File: src/rtl/in_coin_capture.sv
// Avalon-MM input PIO for the vending panel coin/key lines: synchronizes, debounces and
// captures selected edges per bit, with a W1C capture register and a masked level interrupt.
module in_coin_capture #(
    parameter int unsigned WIDTH           = 4,
    parameter int unsigned DEBOUNCE_CYCLES = 16,
    parameter int unsigned EDGE_TYPE       = 0,
    parameter int unsigned CNT_W           = 5
) (
    input  logic             clk,
    input  logic             reset_n,
    input  logic [1:0]       address,
    input  logic             chipselect,
    input  logic             write_n,
    input  logic [WIDTH-1:0] writedata,
    input  logic [WIDTH-1:0] in_port,
    output logic [WIDTH-1:0] readdata,
    output logic             irq
);

    localparam logic [CNT_W-1:0] CntMax = CNT_W'(DEBOUNCE_CYCLES - 1);

    logic [WIDTH-1:0] sync1_q, sync2_q;
    logic [WIDTH-1:0] db_q, db_dly_q;
    logic [CNT_W-1:0] cnt_q [WIDTH];
    logic [WIDTH-1:0] edge_cap_q, irq_mask_q;
    logic             irq_q;

    logic             wr_en;
    logic [WIDTH-1:0] edge_ev;
    logic [WIDTH-1:0] cap_clr;

    assign wr_en   = chipselect & ~write_n;
    assign cap_clr = (wr_en && address == 2'd3) ? writedata : '0;
    assign irq     = irq_q;

    always_comb begin
        edge_ev = '0;
        case (EDGE_TYPE)
            0:       edge_ev = db_q & ~db_dly_q;
            1:       edge_ev = ~db_q & db_dly_q;
            default: edge_ev = db_q ^ db_dly_q;
        endcase
    end

    always_ff @(posedge clk or negedge reset_n) begin
        if (!reset_n) begin
            sync1_q  <= '0;
            sync2_q  <= '0;
            db_q     <= '0;
            db_dly_q <= '0;
            for (int i = 0; i < WIDTH; i++) begin
                cnt_q[i] <= '0;
            end
        end else begin
            sync1_q  <= in_port;
            sync2_q  <= sync1_q;
            db_dly_q <= db_q;
            // Counter only runs while the synchronized line disagrees with db.
            for (int i = 0; i < WIDTH; i++) begin
                if (sync2_q[i] == db_q[i]) begin
                    cnt_q[i] <= '0;
                end else if (cnt_q[i] == CntMax) begin
                    db_q[i]  <= sync2_q[i];
                    cnt_q[i] <= '0;
                end else begin
                    cnt_q[i] <= cnt_q[i] + 1'b1;
                end
            end
        end
    end

    always_ff @(posedge clk or negedge reset_n) begin
        if (!reset_n) begin
            edge_cap_q <= '0;
            irq_mask_q <= '0;
            irq_q      <= 1'b0;
        end else begin
            // A new event in the same cycle as a clear keeps the bit set.
            edge_cap_q <= (edge_cap_q & ~cap_clr) | edge_ev;
            if (wr_en && address == 2'd2) begin
                irq_mask_q <= writedata;
            end
            irq_q <= |(edge_cap_q & irq_mask_q);
        end
    end

    always_comb begin
        readdata = '0;
        case (address)
            2'd0:    readdata = db_q;
            2'd2:    readdata = irq_mask_q;
            2'd3:    readdata = edge_cap_q;
            default: readdata = '0;
        endcase
    end

endmodule

File: config.mk
export PLATFORM = sky130hd
export DESIGN_NAME = in_coin_capture
export DESIGN_NICKNAME = d
export VERILOG_FILES = /design/src/rtl/in_coin_capture.sv
export SDC_FILE = /design/constraint.sdc
export NUM_CORES = 1
export LEC_CHECK = 0
export CAP_MARGIN = 30
export CORE_MARGIN = 2
export CORE_UTILIZATION = 55
export DETAILED_ROUTE_END_ITERATION = 8
export GPL_TIMING_DRIVEN = 0
export PLACE_DENSITY = 0.78
export SYNTH_ARGS = -nofsm -noshare
export SYNTH_HDL_FRONTEND = slang
export SYNTH_SLANG_ARGS = --single-unit
File: constraint.sdc
create_clock -name clk -period 2.9 [get_ports clk]
set_input_delay 0.58 -clock clk [delete_from_list [all_inputs] [get_ports clk]]
set_output_delay 0.58 -clock clk [all_outputs]
set_load 0.01 [all_outputs]
==> summary.md <==
| Metric | Value |
|---|---|
| TritonCTS clock tree | `yes` |
| Worst setup SP type | `input pin` |
| Crit Path Category | `input pin to output port` |
| Worst setup EP type | `output port` |
| Worst path max stage delay | `0.53 ns` |
| Comb pwr share | `0.100` |
| Mapped Nets | `around 150` |
| Largest net degree at the start of global routing | `46` |
| Number of H-tree levels | `2` |
| Unrepaired setup endpoints after global routing | `no` |
| Die Area | `between 3000 and 4000 µm²` |
| Most frequent cells in the layout | `dfrtp_1, clkdlybuf4s50_1, nor2_1, xor2_1` |
| Area growth, synth to finish | `18.0%` |
| Cell area after placement | `2000 µm²` |
| Longest Clk Path Bufs | `2` |
| Final Cycle Share | `0.931` |
| Share of cells above drive strength 1 | `0.155` |
| Vias/cell | `5.09` |
| Die height | `around 61 µm` |
| RePlAce Congestion | `about 0.77` |
| CTS clk-pin slew, worst paths | `~0.12 ns` |
| Crit path cell chain | `clkdlybuf4s50_1 -> nor2_1 -> a22o_1 -> clkdlybuf4s50_1` |
| Final setup vio count | `0` |
| Net Sw Frac | `0.225` |
| Syn Area/Cell | `13.2 µm²` |
| Worst setup margin | `a little under 0.2 ns` |
| Worst Tran Pin Value | `between 0.3 and 0.4 ns` |
| WL per Instance | `around 13 µm` |
| Sequential area share after synthesis | `0.634` |
| Worst-Skew Late Latency | `roughly 0.35 ns` |
| Standard-cell row count | `20` |
| Routed wire length | `between 2000 and 3000 µm` |
| Leakage | `1.04 nW` |
| Synth Register Bits | `45` |
| Met2 Usage GRT | `0.293` |
| Post-DP HPWL | `1860 µm` |
| Crit Path Max Fanout | `7` |
| Min Hold Slack | `roughly 0.36 ns` |
| Pre-antenna DRT Iters | `3` |
| Clk sink count | `45` |
| Die Width | `a little over 60 µm` |
| Sequential share of power | `0.609` |
| Clock skew | `around 0.0082 ns` |
| Cell Pwr Density | `about 540 nW/µm²` |
| GRT Resource Usage Total | `0.178` |
| Crit-path slowest cell | `clkdlybuf4s50_1` |
| Post-Syn Area | `1780 µm²` |
| Global routing usage on met3 | `0.0405` |
| Pint | `between 0.8 and 0.9 mW` |
| Initial DRC Count | `39` |
| Dpl ws | `around 0.21 ns` |
| Hold Path Class | `register to register` |
| Post-cts sizing count | `0` |
| Slew HR | `0.775` |
| Clk pwr share | `0.291` |
| Data arrival, critical path | `~2.1 ns` |
| Post-synth cell types | `17` |
| Max-cap violations | `0` |
| Via count | `1,043` |
| Gr ovfl total | `0` |
| Req. time, crit path | `around 2.3 ns` |
| NetSw | `0.253 mW` |
| Port bufs | `17` |
| Max Clock Freq | `around 370 MHz` |
| Commonest non-fill, non-tap cell in the layout | `dfrtp_1` |
| Post-Syn Instances | `around 130` |
| Worst VDD drop | `0.320 mV` |
| Final Critical Period | `between 2 and 3 ns` |
| Finished Cell Area | `2100 µm²` |
| CTS buffer count | `5` |
| Io pins | `19` |
| Number of global-route vias before repair | `1,133` |
| First-pass GRT wire length | `around 4700 µm` |
| # nets final | `about 180` |
| DRC errors left | `0` |
| Max-slew violations | `0` |
| Initial core utilization | `0.582` |
| Clock root buffer master | `clkbuf_4` |
| Core footprint | `3050 µm²` |
| Synth warn | `0` |
| Initial antenna violation count | `0` |
| Met1 Use GR | `0.208` |
| ANT cells | `0` |
| Post-DRT Antenna Nets | `0` |
| # fillers | `about 240` |
| Setup TNS | `0 ns` |
| Most used cell, CP | `clkdlybuf4s50_1` |
| Most crowded layer after global routing | `met2` |
| Status | `finished clean` |
| Fin. Hold Viols | `0` |
[critical path, delay by kind of cell]
kind / cells / cell delay, ns
AND/OR/NAND/NOR: 1 / 0.29
AO/OA/AOI/OAI: 1 / 0.20
buffers and inverters: 2 / 1.05
[synth_stat cells]
master / count / area share
inv_1: 6 / 0.013
o21ai_0: 4 / 0.011
a22o_1: 8 / 0.039
xor2_1: 12 / 0.059
ha_1: 4 / 0.028
buf_6: 1 / 0.0063
and4b_2: 1 / 0.0063
and2_1: 6 / 0.021
nor2_1: 15 / 0.032
nand3_1: 8 / 0.023
dfrtp_1: 45 / 0.63
mux2_4: 4 / 0.034
and3_1: 4 / 0.014
mux2_2: 8 / 0.051
and4bb_4: 1 / 0.0092
nand2_1: 5 / 0.011
a22oi_1: 2 / 0.0085
[power by group through the flow]
| stage | Clock, mW | Combinational [mW] | Sequential (mW) |
|---|---|---|---|
| 5_1_grt | 0.370 | 0.127 | 0.688 |
| 2_1_floorplan | 0 | 0.0622 | 0.690 |
| 4_1_cts | 0.347 | 0.110 | 0.683 |
| 3_3_place_gp | 0 | 0.106 | 0.694 |
| 3_5_place_dp | 0 | 0.110 | 0.696 |
| 6_report | 0.326 | 0.112 | 0.683 |
[routing by layer]
layer | share of wire | vias to the layer above
met2 | 0.46 | 22
met4 | 0.029 | 0
met3 | 0.050 | 8
met1 | 0.46 | 506
met5 | 0 | -
li1 | - | 507
[logic make-up (layout without fill, tap and decap cells)]
group	count (synthesis)	after routing	share of synthesized area
AOI/OAI and AO/OA	14	14	0.0592
buffers and inverters	7	34	0.0190
DFF	45	45	0.634
and+or+nand+nor	40	40	0.116
xor gates and xnor gates	12	12	0.0592
muxes	12	12	0.0846
adders and majority gates	4	4	0.0282
[through the flow]
step	std cells	power [mW]	util
after CTS	203	1.14	0.677
final	205	1.12	0.686
after global placement	195	0.800	0.655
after detailed placement	195	0.805	0.654
after global routing	205	1.18	0.686
after floorplan	134	0.752	-
[registers in the layout, summed over array words and instances (netlist names)]
| signal | flops |
|---|---|
| sync2_q | 4 |
| sync1_q | 4 |
| edge_cap_q | 4 |
| irq | 1 |
| cnt_q | 20 |
| irq_mask_q | 4 |
| db_q | 4 |
| db_dly_q | 4 |
[layout make-up]
class,instances,area (µm²),share of cell area
Sequential cell,45,1130,0.537
Multi-Input combinational cell,82,616,0.294
Timing Repair Buffer,19,195,0.0931
Clock buffer,7,65.1,0.0310
Tap cell,44,55.1,0.0263
Inverter,6,22.5,0.0107
Buffer,1,11.3,0.00537
Clock inverter,1,5.00,0.00239
[repair_timing]
item / 4_1_cts / 5_1_grt
hold buffers: 0 / 1
buffers inserted: 0 / 0
hold endpoints to repair: 0 / 2
[worst paths after layout]
path	start	end	slack (ns)	depth (start not counted)
worst min-delay path	sync1_q[1]	sync2_q[1]	0.36	0
worst min register to register	sync1_q[1]	sync2_q[1]	0.36	0
worst max-delay path	address[1]	readdata[2]	0.20	4
min in group asynchronous	reset_n	cnt_q[18]	0.55	2
worst max register to register	cnt_q[10]	db_q[1]	1.62	4
max in group asynchronous	reset_n	cnt_q[1]	1.94	3
Power figures use the tool's default switching activity.
